==> config.mk <==
export PLATFORM = sky130hd
export DESIGN_NAME = imem_loader
export DESIGN_NICKNAME = d
export VERILOG_FILES = /design/src/rtl/imem_loader_pkg.sv /design/src/rtl/imem_loader_byte_packer.sv /design/src/rtl/imem_loader.sv
export SDC_FILE = /design/constraint.sdc
export NUM_CORES = 1
export LEC_CHECK = 0
export CAP_MARGIN = 20
export CELL_PAD_IN_SITES_DETAIL_PLACEMENT = 2
export CELL_PAD_IN_SITES_GLOBAL_PLACEMENT = 2
export CORE_UTILIZATION = 34
export DETAILED_ROUTE_END_ITERATION = 6
export PLACE_DENSITY_LB_ADDON = 0.1
export SYNTH_ARGS = -nofsm -noshare
export SYNTH_HDL_FRONTEND = slang
export SYNTH_SLANG_ARGS = --single-unit
==> constraint.sdc <==
create_clock -name clk -period 2.51 [get_ports clk]
set_input_delay 0.3765 -clock clk [delete_from_list [all_inputs] [get_ports clk]]
set_output_delay 0.3765 -clock clk [all_outputs]
set_load 0.01 [all_outputs]
==> src/rtl/imem_loader_pkg.sv <==
// imem_loader_pkg: shared definitions for the instruction-memory boot loader.
//   - state_e      : loader FSM states
//   - LEN_WIDTH    : width of the frame length field (word count)
//   - is_active()  : states in which the loader consumes stream bytes
package imem_loader_pkg;

    localparam int unsigned LEN_WIDTH = 16;

    typedef enum logic [2:0] {
        IDLE,
        S_LEN_LO,
        S_LEN_HI,
        S_DATA,
        S_CHECK,
        DONE,
        ERROR
    } state_e;

    function automatic logic is_active(input state_e s);
        return (s == S_LEN_LO) || (s == S_LEN_HI) || (s == S_DATA) || (s == S_CHECK);
    endfunction

endpackage

==> src/rtl/imem_loader_byte_packer.sv <==
// byte_packer: assembles little-endian bytes into 32-bit words.
//   clk, rst_n     : clock, asynchronous active-low reset
//   i_clear        : restart packing at lane 0 for a new frame
//   i_byte_en      : a byte is accepted this cycle
//   i_byte         : accepted byte
//   o_last_lane    : next accepted byte completes a word (combinational)
//   o_word_valid   : one-cycle pulse, the cycle after a word's 4th byte
//   o_word         : assembled word, stable while o_word_valid is high
module byte_packer (
    input  logic        clk,
    input  logic        rst_n,
    input  logic        i_clear,
    input  logic        i_byte_en,
    input  logic [7:0]  i_byte,
    output logic        o_last_lane,
    output logic        o_word_valid,
    output logic [31:0] o_word
);

    logic [1:0]  r_lane;
    logic [31:0] r_shift;
    logic        r_word_valid;

    assign o_last_lane  = (r_lane == 2'd3);
    assign o_word_valid = r_word_valid;
    // After four shifts byte 0 sits in [7:0]; the next byte only lands at the
    // following edge, so the word is stable through the write-strobe cycle.
    assign o_word       = r_shift;

    always_ff @(posedge clk or negedge rst_n) begin
        if (!rst_n) begin
            r_lane       <= 2'd0;
            r_shift      <= 32'd0;
            r_word_valid <= 1'b0;
        end else if (i_clear) begin
            r_lane       <= 2'd0;
            r_shift      <= 32'd0;
            r_word_valid <= 1'b0;
        end else begin
            r_word_valid <= i_byte_en && o_last_lane;
            if (i_byte_en) begin
                r_lane  <= r_lane + 2'd1;
                r_shift <= {i_byte, r_shift[31:8]};
            end
        end
    end

endmodule

==> src/rtl/imem_loader.sv <==
// imem_loader: boot-time writer for the core's instruction memory.
// Takes a framed byte stream (LEN_LO, LEN_HI, 4*N payload bytes, checksum),
// writes payload words to consecutive addresses from 0 and releases the core
// reset only once a frame loads with a matching checksum.
//   clk, rst_n            : clock, asynchronous active-low reset
//   load_start            : arm a new load (honoured in IDLE/DONE/ERROR)
//   byte_valid/byte_data  : stream input; byte_ready accepts it
//   imem_we/waddr/wdata   : instruction-memory write port
//   cpu_rst_n             : core reset, high only in DONE
//   load_done/load_err    : frame accepted / rejected
module imem_loader
    import imem_loader_pkg::*;
#(
    parameter int unsigned ADDR_WIDTH = 10
) (
    input  logic                  clk,
    input  logic                  rst_n,
    input  logic                  load_start,
    input  logic                  byte_valid,
    input  logic [7:0]            byte_data,
    output logic                  byte_ready,
    output logic                  imem_we,
    output logic [ADDR_WIDTH-1:0] imem_waddr,
    output logic [31:0]           imem_wdata,
    output logic                  cpu_rst_n,
    output logic                  load_done,
    output logic                  load_err
);

    localparam logic [LEN_WIDTH:0] MaxWords = (LEN_WIDTH + 1)'(1) << ADDR_WIDTH;

    state_e                r_state;
    state_e                w_state_d;
    logic                  r_byte_ready;
    logic [7:0]            r_len_lo;
    logic [LEN_WIDTH-1:0]  r_words_left;
    logic [ADDR_WIDTH-1:0] r_waddr;
    logic [7:0]            r_sum;
    logic                  r_cpu_rst_n;
    logic                  r_done;
    logic                  r_err;

    logic                  w_accept;
    logic                  w_start;
    logic                  w_data_acc;
    logic [LEN_WIDTH-1:0]  w_len;
    logic                  w_last_lane;
    logic                  w_word_valid;
    logic [31:0]           w_word;

    assign w_accept   = byte_valid && r_byte_ready;
    assign w_start    = load_start && ((r_state == IDLE) || (r_state == DONE) ||
                                       (r_state == ERROR));
    assign w_data_acc = w_accept && (r_state == S_DATA);
    assign w_len      = {byte_data, r_len_lo};

    byte_packer u_packer (
        .clk          (clk),
        .rst_n        (rst_n),
        .i_clear      (w_start),
        .i_byte_en    (w_data_acc),
        .i_byte       (byte_data),
        .o_last_lane  (w_last_lane),
        .o_word_valid (w_word_valid),
        .o_word       (w_word)
    );

    always_ff @(posedge clk or negedge rst_n) begin
        if (!rst_n) begin
            r_state <= IDLE;
        end else begin
            r_state <= w_state_d;
        end
    end

    always_comb begin
        w_state_d = r_state;
        unique case (r_state)
            IDLE, DONE, ERROR: begin
                if (load_start) w_state_d = S_LEN_LO;
            end
            S_LEN_LO: begin
                if (w_accept) w_state_d = S_LEN_HI;
            end
            S_LEN_HI: begin
                if (w_accept) begin
                    if ({1'b0, w_len} > MaxWords) begin
                        w_state_d = ERROR;
                    end else if (w_len == '0) begin
                        w_state_d = S_CHECK;
                    end else begin
                        w_state_d = S_DATA;
                    end
                end
            end
            S_DATA: begin
                if (w_accept && w_last_lane && (r_words_left == LEN_WIDTH'(1))) begin
                    w_state_d = S_CHECK;
                end
            end
            S_CHECK: begin
                if (w_accept) w_state_d = (byte_data == r_sum) ? DONE : ERROR;
            end
            default: w_state_d = IDLE;
        endcase
    end

    // Status outputs are registered from the next state so they change on the
    // same edge as the state itself.
    always_ff @(posedge clk or negedge rst_n) begin
        if (!rst_n) begin
            r_byte_ready <= 1'b0;
            r_cpu_rst_n  <= 1'b0;
            r_done       <= 1'b0;
            r_err        <= 1'b0;
        end else begin
            r_byte_ready <= is_active(w_state_d);
            r_cpu_rst_n  <= (w_state_d == DONE);
            r_done       <= (w_state_d == DONE);
            r_err        <= (w_state_d == ERROR);
        end
    end

    always_ff @(posedge clk or negedge rst_n) begin
        if (!rst_n) begin
            r_len_lo     <= 8'd0;
            r_words_left <= '0;
            r_waddr      <= '0;
            r_sum        <= 8'd0;
        end else if (w_start) begin
            r_words_left <= '0;
            r_waddr      <= '0;
            r_sum        <= 8'd0;
        end else begin
            if (w_accept && (r_state == S_LEN_LO)) r_len_lo <= byte_data;
            if (w_accept && (r_state == S_LEN_HI)) r_words_left <= w_len;
            if (w_data_acc) begin
                r_sum <= r_sum + byte_data;
                if (w_last_lane) r_words_left <= r_words_left - LEN_WIDTH'(1);
            end
            // Address advances after the strobe cycle so the write sees the old value.
            if (w_word_valid) r_waddr <= r_waddr + ADDR_WIDTH'(1);
        end
    end

    assign byte_ready = r_byte_ready;
    assign imem_we    = w_word_valid;
    assign imem_waddr = r_waddr;
    assign imem_wdata = w_word;
    assign cpu_rst_n  = r_cpu_rst_n;
    assign load_done  = r_done;
    assign load_err   = r_err;

endmodule
Word-level counts from Yosys, hierarchy flattened. Cells that the tools add are included.

Output and inout bits: 47. Bits in registers: 83. Input bits: 12. Word-level logic and storage cells: 73.

Order comparisons: 1. Reductions and logical operators: 19. Multiplexer cells: 22. Bitwise gates (word level): 1. Eq/ne operators: 15. Add/subtract/negate cells: 4.

Operators by type and width (number): $mux W16 (4); $mux W32 (2); $mux W3 (7); $mux W10 (2); $eq A3 B3 Y1 const B (6); $eq A16 B1 Y1 const B (1); $gt A16 B11 Y1 const B (1); $logic_not A16 Y1 (1); $mux W8 (2); $sub A16 B1 Y16 const B (1); $pmux W3 S5 (1); $eq A3 B2 Y1 const B (4); $add A10 B1 Y10 const B (1); $add A8 B8 Y8 (1); $eq A8 B8 Y1 (1); $logic_and A1 B1 Y1 (8); $eq A3 B1 Y1 const B (2); $mux W2 (3); $logic_or A1 B1 Y1 (5); $reduce_bool A2 Y1 (2); $logic_not A3 Y1 (1); $reduce_or A3 Y1 (1); $add A2 B1 Y2 const B (1); $eq A2 B2 Y1 const B (1); 3 further kinds (3).

Logic depth before layout (Yosys ltp). Gate-level depths: netlist (run 1).

Word-level depth: 9. Gate-level depth with buffers: 10. Mapped depth without buffers: 9.

By module. Synthesis (run 1) repeated with hierarchy kept, for this count alone.

Cell total of the unflattened synthesis: 416. Area total of the unflattened synthesis: 4315.4 µm².

Modules (own cells, without submodules): imem_loader (area an instance 2859.0 µm², instances 1, cells each 302, seq. area each 1201.2 µm²); byte_packer (area an instance 1456.4 µm², instances 1, cells each 114, seq. area each 875.8 µm²).

Worst setup path before layout (run 1). Ideal clock, no wire load.

Path type: register to register. From: register r_state[2]. To: register r_words_left[15]. Path buffers: 2. Setup slack: 0.297 ns. Data required time: 2.432 ns. Arrival: 2.135 ns. Setup time: 0.078 ns. Stages on the path, launching flop included: 10. Period minus slack after synthesis: 2.213 ns. Path through: dfrtp_1 buf_2 nand3b_1 or2_2 clkbuf_1 inv_2 nand3_1 nor4_1 mux2_2 a21oi_1.

Longest elaborated chain between the ends: 6. Elaborated cells on any way between the ends: 14. Classes of those cells: eq/ne: 4; mux: 4; reduce/logical: 6.

Ends and longest elaborated chain: start, declared (line imem_loader.sv:32) `state_e r_state;`; start signal, assigned (line imem_loader.sv:72) `r_state <= w_state_d;`; $eq A3 B2 Y1 (line imem_loader.sv:136) `if (w_accept && (r_state == S_LEN_HI)) r_words_left <= w_len;`; $logic_and A1 B1 Y1 (line imem_loader.sv:136); $mux W16 (line imem_loader.sv:136); $mux W16 (line imem_loader.sv:139) `if (w_last_lane) r_words_left <= r_words_left - LEN_WIDTH'(1);`; $mux W16 (line imem_loader.sv:137) `if (w_data_acc) begin`; $mux W16 (*) (line imem_loader.sv:130) `end else if (w_start) begin`; end signal, assigned (line imem_loader.sv:136); end signal, assigned (line imem_loader.sv:139); end, declared (line imem_loader.sv:36) `logic [LEN_WIDTH-1:0] r_words_left;`.

Every way passes the cells marked *; elsewhere a longest branch is shown, timed or not. A chain may end at the register's enable or synchronous reset.

Worst setup path in the final report (run 1).
From: input port byte_data[6]. To: register r_byte_ready, in the netlist byte_ready.

Longest elaborated chain between the ends: 9. Elaborated cells on any way between the ends: 16. Classes of those cells: order compare: 1; eq/ne: 5; mux: 6; reduce/logical: 4.

Ends and longest elaborated chain: start, declared (line imem_loader.sv:20) `input logic [7:0] byte_data,`; branches (longest 4 deep; another with $gt A16 B11 Y1); $pmux W3 S5 (*) (line imem_loader.sv:78) `unique case (r_state)`; via w_state_d[1] (line imem_loader.sv:33) `state_e w_state_d;`; $eq A3 B1 Y1 / $eq A3 B2 Y1 (equally long branches) (line imem_loader_pkg.sv:20) `return (s == S_LEN_LO) || (s == S_LEN_HI) || (s == S_DATA) || (s == S_CHECK);`; $logic_or A1 B1 Y1 (2 in a row) (line imem_loader_pkg.sv:20); $logic_or A1 B1 Y1 (*) (line imem_loader_pkg.sv:20); end signal, assigned (line imem_loader.sv:117) `r_byte_ready <= is_active(w_state_d);`; end, declared (line imem_loader.sv:34) `logic r_byte_ready;`.

Mark *: on every way through the listed nets, which the timed path passes.

==> results of run 1 <==
[worst max-delay path by stage]
| stage | startpoint | to | slack [ns] | cells past startpoint |
|---|---|---|---|---|
| 2_1_floorplan | r_state[2] | r_words_left[15] | 0.30 | 9 |
| 3_3_place_gp | byte_data[5] | byte_ready | -0.21 | 9 |
| 4_1_cts | byte_data[5] | byte_ready | 0.06 | 7 |
| 6_report | byte_data[6] | byte_ready | 0.1 | 7 |
| 3_5_place_dp | byte_data[5] | byte_ready | -0.27 | 7 |
| 5_1_grt | byte_data[6] | byte_ready | -0.01 | 10 |
[timing repair]
item / in CTS / in global routing
setup buffers: 0 / 0
hold buffers: 1 / 0
resized for setup: 0 / 5
setup endpoints to repair: 0 / 2
hold endpoints to repair: 28 / 0
[layer usage]
metal | track usage [%] | up-vias | wire length (um)
met4 | 10.4 | 0 | 377
met5 | 0 | - | 0
met1 | 29.5 | 1942 | 6300
li1 | - | 1757 | -
met3 | 3.21 | 27 | 291
met2 | 40.2 | 64 | 6950
[power breakdown]
part           switching, uW  leakage [uW]  internal, uW  total (uW)
sequential               366       0.00112          1700        2060
clock                    558      0.000135           722        1280
combinational           1330       0.00111          1030        2350
[logic make-up (layout without fill, tap and decap cells)]
family | after synthesis | count (layout)
xor+xnor | 17 | 17
mux | 12 | 12
compound gates | 104 | 104
fa+ha+maj | 12 | 12
simple gates | 196 | 196
buf+inv | 39 | 124
flops | 83 | 83
[critical path, stage by stage]
cell	delay [ns]
clkdlybuf4s50_1	0.49
or4_4	0.59
or4_1	0.49
o21ai_1	0.18
o311ai_2	0.15
a311oi_2	0.23
xor2_1	0.17
[stage by stage]
stage	instance area, sq um	setup slack (ns)	cells	util (%)	TNS (ns)
floorplan	4210	0.297	463	-	0
detailed placement	5200	-0.271	699	43.1	-0.893
CTS	5490	0.0618	716	45.5	0
global route	5510	-0.00981	716	45.7	-0.00981
global placement	5200	-0.211	699	43.1	-0.475
finish	5510	0.0984	716	45.7	0
[final cells by class]
| cell class | count | area, sq um |
|---|---|---|
| fillers | 1317 | 6550 |
| flip-flops and latches | 83 | 2080 |
| multi-input cells | 341 | 1990 |
| repair buffers | 95 | 898 |
| clock buffers | 12 | 256 |
| well taps | 168 | 210 |
| inverters | 13 | 48.8 |
| clock inverters | 4 | 25.0 |
[placed cells by master (no fill, tap or decap), types with 2 or more instances in the layout]
cell and n:
nand2b_1 4, nand3_1 8, xor2_1 10, clkbuf_16 9, a2111oi_0 2, xnor2_1 7
nand4_1 2, inv_1 12, a31o_2 2, dfrtp_1 83, o211ai_1 2, clkinv_2 2
a211oi_1 3, clkdlybuf4s50_1 56, buf_12 3, or4_1 3, and3_1 3, nor3_1 11
mux2i_1 2, o22ai_1 6, mux2_2 10, nor2_1 40, buf_4 34, clkbuf_8 2
o21a_1 3, nor2b_1 2, a221oi_1 3, or2_2 2, clkinvlp_4 2, nand2_1 98
or3_1 6, o21ai_0 45, ha_1 11, o31ai_1 4, nor4_1 4, a21oi_1 20
[sequential cells by signal (all words and copies together) (netlist names)]
signal,count
load_done,1
r_words_left,16
imem_waddr,10
r_len_lo,8
u_packer.o_word,32
u_packer.r_lane,2
load_err,1
byte_ready,1
u_packer.o_word_valid,1
r_sum,8
r_state,3
==> metrics.txt, run 1 <==
Post-synth EDFFs 0; maximum net fanout on the critical path 2; Hold Slack 0.502 ns; Final ANT Viol Nets 0; Synth cell types 58; FF-to-FF setup slack 0.15 ns; Startpoint Class input pin; row count 40; cts bufs inserted 9; Worst Hold Class reg -> reg; RR Startpoint r_words_left[10]; Commonest cells post-synth nand2_1 (98), dfrtp_1 (83), o21ai_0 (45); Ports 59; most frequent cell after synthesis nand2_1; Max Freq 415 MHz; RD Place Congestion 0.791; routed vias/inst 5.29; Area Overhead vs Synth 30.9%; Final setup viols 0; die height 113 um; element type at the critical path end flop; layout cell share with drive strength beyond 1 14.1%; pin count of the biggest net entering global routing 67; Post-Syn Nets 487; asr flop ratio synth 100%; count of buffers from port buffering 58; clock skew 0.00988 ns; sequential element share of the synthesized area 49.4%; DPL Wire Length 9.68 mm; area leader, netlist dfrtp_1; final net count 567; main flop type after synthesis dfrtp_1; total number of H-tree levels 3; Synth Area in Adders 3.75%; Synth top area share 49.4%; CP required 2.78 ns; Hold Path End r_words_left[10]; relative slew slack 63.9%; TritonCTS clock tree built; Crit Path Category in -> reg; Max VDD drop 0.000384 V; 1st-iter DRT viols 148; initial antenna violation count 0; number of diodes 0; core area 12100 sq um; Critical R2R Capture byte_ready; global-route wire length before repair 22.8 mm; via count 3790; grt total ovfl 0; Min-Delay Startpoint r_words_left[10]; Fin. Hold Viols 0; outcome completed; Synth Register Bits 83; Clock Latency Late Sink 0.34 ns; XOR/XNOR Fraction of Synth Area 3.54%; total power 5700 uW; Reg clk slew, reported paths 0.06 ns; synth warn 0; R2R depth 6; Syn Area/Cell 9.09 sq um; All-Layer GR Usage 23.4%; Compound-Gate Fraction of Synth Area 15.3%; Hold Path Cell Cnt 1; CTS root buf clkbuf_16; Cell Area, Synth 4210 sq um; vias in the first global route 4300; cell count after synthesis 463; Final Max Tran Viols 0; maximum clock path buffer count 2; largest family of logic cells by synthesized area simple AND/OR/NAND/NOR gates; Initial Utilization 34.9%; leakage power 0.00237 uW; total power per unit cell area 1030 nW/um^2; post-synthesis mux area share 3.15%; Simple-Gate Fraction of Synth Area 21.1%; Period Utilization, post-route 96.1%; First-pass DRT Iterations 4; die width 113 um; Die Area 12800 sq um; clk sinks 83; Post-Route WL 13.9 mm; CP arrival 2.68 ns; drt drc 0; wire per inst 19.4 um; worst slew pin tran 0.537 ns; synth top area cells dfrtp_1 (49%), nand2_1 (8.7%), o21ai_0 (5.4%), nor2_1 (3.7%), ha_1 (3.3%); maxcap violations 0; post-layout minimum cycle time 2.41 ns
No activity file was read; power rests on OpenSTA's default activity.
==> inputs of run 2 (changes only) <==
--- a/config.mk
+++ b/config.mk
@@ -5,12 +5,13 @@
 export SDC_FILE = /design/constraint.sdc
 export NUM_CORES = 1
 export LEC_CHECK = 0
-export CAP_MARGIN = 20
 export CELL_PAD_IN_SITES_DETAIL_PLACEMENT = 2
 export CELL_PAD_IN_SITES_GLOBAL_PLACEMENT = 2
 export CORE_UTILIZATION = 34
 export DETAILED_ROUTE_END_ITERATION = 6
 export PLACE_DENSITY_LB_ADDON = 0.1
+export SKIP_CTS_REPAIR_TIMING = 1
 export SYNTH_ARGS = -nofsm -noshare
 export SYNTH_HDL_FRONTEND = slang
 export SYNTH_SLANG_ARGS = --single-unit
+export TNS_END_PERCENT = 20
==> metrics.txt, run 2 (synthesis gave the netlist of run 1 again) <==
Post-DP Area 5200 sq um; Clock Latency Late Sink 0.35 ns; beginning of the critical path byte_data[6]; vias in the first global route 4279; relative slew slack 64.0%; crit path capture byte_ready; Final setup viols 0; maxcap violations 0; clock power share 22.5%; 1st-iter DRT viols 132; DPL Wire Length 9.68 mm; RR Startpoint r_words_left[10]; sequential share of power 36.2%; maximum net fanout on the critical path 2; total power 5700 uW; Logic pwr share 41.3%; Hold Slack -0.0271 ns; Layout Cells excl Fill 715; Post-Place Cells 699; Area Overhead vs Synth 30.7%; TritonCTS clock tree built; pin count of the biggest net entering global routing 67; clk sinks 83; core area 12100 sq um; All-Layer GR Usage 23.4%; commonest cells after routing, fill and taps aside nand2_1 (98), dfrtp_1 (83), clkdlybuf4s50_1 (56); count of buffers from port buffering 58; Finished Cell Area 5500 sq um; fin util 45.6%; worst slew pin tran 0.535 ns; Max Freq 416 MHz; Largest register FFs 32; element type at the critical path end flop; Critical R2R Capture byte_ready; CP required 2.78 ns; total power per unit cell area 1040 nW/um^2; routed vias/inst 5.30; cts bufs inserted 9; CTS root buf clkbuf_16; Worst Hold Class in -> async; FF-to-FF setup slack 0.14 ns; final net count 566; R2R depth 6; RD Place Congestion 0.791; Post-Route WL 13.9 mm; row count 40; initial antenna violation count 0; CP max stage cell or4_4; Largest stage delay, worst path 0.59 ns; most common cell after layout, fill and taps aside nand2_1; global-route wire length before repair 22.8 mm; Psw 2250 uW; clock skew 0.0102 ns; Ports 59; die width 113 um; post-layout minimum cycle time 2.40 ns; Final ANT Viol Nets 0; via count 3793; die height 113 um; wire per inst 19.4 um; Switching Share 39.6%; failing checks negative hold slack; drt drc 0; CP arrival 2.67 ns; Reg clk slew, reported paths 0.06 ns; outcome finished, violations left; Max VDD drop 0.000385 V; grt total ovfl 0; Startpoint Class input pin; Final Max Tran Viols 0; Period Utilization, post-route 95.7%; leakage power 0.00236 uW; First-pass DRT Iterations 4; Initial Utilization 34.9%; Die Area 12800 sq um; total number of H-tree levels 3; layout cell share with drive strength beyond 1 14.1%; Crit Path Category in -> reg; CP cell instances clkdlybuf4s50_1 -> or4_4 -> or4_1 -> o21ai_1 -> o311ai_2 -> a311oi_2 -> xor2_1; maximum clock path buffer count 2; Fin. Hold Viols 28; number of diodes 0; Internal Power 3440 uW
[run 2: cell types whose count changed in the layout (fill, tap and decap cells not counted)]
| cell | change |
|---|---|
| dlygate4sd3_1 | -1 |
[run 2: final cells by class]
cell class,instances,area (sq um)
Tap cell,168,210
Timing Repair Buffer,94,888
Clock buffer,12,256
Fill cell,1318,6560
Multi-Input combinational cell,341,1990
Clock inverter,4,25.0
Sequential cell,83,2080
Inverter,13,48.8
[run 2: power by group through the flow]
stage          Combinational [uW]  Clock [uW]  Sequential (uW)
2_1_floorplan                1390           0             1980
3_3_place_gp                 2210           0             2040
3_5_place_dp                 2340           0             2080
4_1_cts                      2360        1320             2060
5_1_grt                      2600        1360             2120
6_report                     2350        1280             2060
[run 2: worst min-delay path by stage]
stage	startpoint	end	slack, ns	cells after the start
global route	rst_n	r_len_lo[5]	0.003	1
global placement	rst_n	u_packer.o_word[3]	0.36	1
CTS	rst_n	r_len_lo[4]	-0.01	1
finish	rst_n	u_packer.o_word[3]	-0.03	1
detailed placement	rst_n	u_packer.o_word[3]	0.36	1
floorplan	rst_n	byte_ready	0.08	0
[run 2: critical path, delay by kind of cell]
kind | cells | cell delay, ns
AND/OR/NAND/NOR | 2 | 1.08
buffers and inverters | 1 | 0.49
AO/OA/AOI/OAI | 3 | 0.55
XOR/XNOR | 1 | 0.17
[run 2: metrics by stage]
| step | setup WS [ns] | TNS (ns) |
|---|---|---|
| finish | 0.108 | 0 |
| global route | -0.00981 | -0.00981 |
| CTS | 0.0618 | 0 |
| detailed placement | -0.271 | -0.893 |
| global placement | -0.211 | -0.475 |
| floorplan | 0.297 | 0 |
[run 2: routing by layer]
| metal | share of wire, % | vias to the layer above | global-route usage (%) | wire, um |
|---|---|---|---|---|
| met4 | 2.7 | 0 | 10.4 | 375 |
| met2 | 50 | 65 | 39.9 | 6920 |
| li1 | - | 1757 | - | - |
| met3 | 2.1 | 27 | 3.21 | 297 |
| met1 | 45 | 1944 | 29.7 | 6280 |
| met5 | 0 | - | 0 | 0 |
==> inputs of run 3 (changes only) <==
--- a/config.mk
+++ b/config.mk
@@ -8,7 +8,9 @@
 export CELL_PAD_IN_SITES_DETAIL_PLACEMENT = 2
 export CELL_PAD_IN_SITES_GLOBAL_PLACEMENT = 2
 export CORE_UTILIZATION = 34
+export CTS_BUF_LIST = sky130_fd_sc_hd__clkbuf_4 sky130_fd_sc_hd__clkbuf_8 sky130_fd_sc_hd__clkbuf_16
 export DETAILED_ROUTE_END_ITERATION = 6
+export GPL_TIMING_DRIVEN = 0
 export PLACE_DENSITY_LB_ADDON = 0.1
 export SKIP_CTS_REPAIR_TIMING = 1
 export SYNTH_ARGS = -nofsm -noshare
==> metrics.txt, run 3 (synthesis gave the netlist of run 1 again) <==
Largest stage delay, worst path 0.53 ns; Max Freq 405 MHz; layout cell share with drive strength beyond 1 9.83%; Worst Hold Class in -> async; R2R depth 7; maxcap violations 0; total number of H-tree levels 3; 1st-iter DRT viols 104; relative slew slack 49.4%; TritonCTS clock tree built; Clock Latency Late Sink 0.34 ns; drt drc 0; total power per unit cell area 1050 nW/um^2; post-layout minimum cycle time 2.47 ns; Setup WS post-layout 0.0399 ns; commonest cells after routing, fill and taps aside nand2_1 (98), dfrtp_1 (83), clkdlybuf4s50_1 (50); clock skew 0.00255 ns; global-route wire length before repair 22.8 mm; die height 113 um; Max VDD drop 0.000535 V; number of diodes 0; CP cell instances clkdlybuf4s50_1 -> or4_1 -> or4_1 -> o21ai_1 -> o311ai_2 -> a311oi_2 -> xor2_1; fin util 44.6%; Startpoint Class input pin; CP required 2.77 ns; element type at the critical path end flop; Ports 59; RD Place Congestion 0.829; grt total ovfl 0; First-pass DRT Iterations 4; maximum net fanout on the critical path 5; cts bufs inserted 9; vias in the first global route 4237; leakage power 0.00233 uW; Die Area 12800 sq um; Crit Path Category in -> reg; CP dominant cell by count or4_1; failing checks negative hold slack; pin count of the biggest net entering global routing 52; Area Overhead vs Synth 27.7%; core area 12100 sq um; Initial Utilization 34.9%; via count 3721; Post-Route WL 13.7 mm; die width 113 um; Largest register FFs 32; routed vias/inst 5.26; most common cell after layout, fill and taps aside nand2_1; final net count 558; Final Max Tran Viols 0; outcome finished, violations left; row count 40; Hold Slack -0.00995 ns; maximum clock path buffer count 2; CP max stage cell clkdlybuf4s50_1; RSZ-0062 raised after global routing yes; initial antenna violation count 1; CTS root buf clkbuf_16; Final ANT Viol Nets 0; DPL Wire Length 9.89 mm; Fin. Hold Viols 12; worst slew pin tran 0.755 ns; CP arrival 2.73 ns; Final setup viols 0; All-Layer GR Usage 23.3%; clk sinks 83; Period Utilization, post-route 98.4%; wire per inst 19.4 um; count of buffers from port buffering 57; Reg clk slew, reported paths 0.06 ns; Place WS -0.561 ns
run 3: worst paths after layout:
check / from / end / slack (ns)
worst max-delay path: byte_data[5] / byte_ready / 0.04
worst min-delay path: rst_n / u_packer.o_word[3] / -0.01
worst max register to register: r_words_left[8] / byte_ready / 0.11
worst min register to register: r_words_left[7] / r_words_left[7] / 0.50
max in group asynchronous: rst_n / r_words_left[9] / 1.90
min in group clk: byte_data[6] / u_packer.o_word[30] / 0.46
run 3: layer usage:
layer / wire length, um / GRT usage, % / vias up
met5: 0 / 0 / -
met4: 302 / 9.91 / 0
met3: 344 / 3.16 / 22
met2: 6550 / 38.6 / 59
met1: 6500 / 30.7 / 1890
li1: - / - / 1750
run 3: report_power, final:
part / switching, uW / total [uW] / internal, uW
registers: 323 / 2020 / 1700
clock network: 519 / 1320 / 800
logic: 1370 / 2290 / 921
total: 2210 / 5630 / 3420
run 3: worst max-delay path, delay by kind of cell:
family,cells,cell delay [ns]
buf+inv,1,0.53
compound gates,3,0.62
xor+xnor,1,0.18
simple gates,2,1.02
run 3: final cells by class:
cell class / count / area [sq um]
timing repair buffer: 61 / 633
sequential: 83 / 2080
fill: 1319 / 6690
clock buffer: 15 / 295
clock inverter: 1 / 5.00
buffer: 25 / 109
inverter: 13 / 48.8
multi-input combinational: 341 / 2000
tap: 168 / 210
run 3: metrics by stage:
step           power [uW]  hold WS (ns)  setup TNS, ns  std cells  area (sq um)
6_report             5630      -0.00995              0        707          5380
2_1_floorplan        3370        0.0809              0        463          4210
3_5_place_dp         4270         0.369         -10.94        689          5010
5_1_grt              6030        0.0127         -0.174        707          5380
3_3_place_gp         4120         0.473        -191.57        688          4990
4_1_cts              5660      -0.00126          -1.06        705          5310
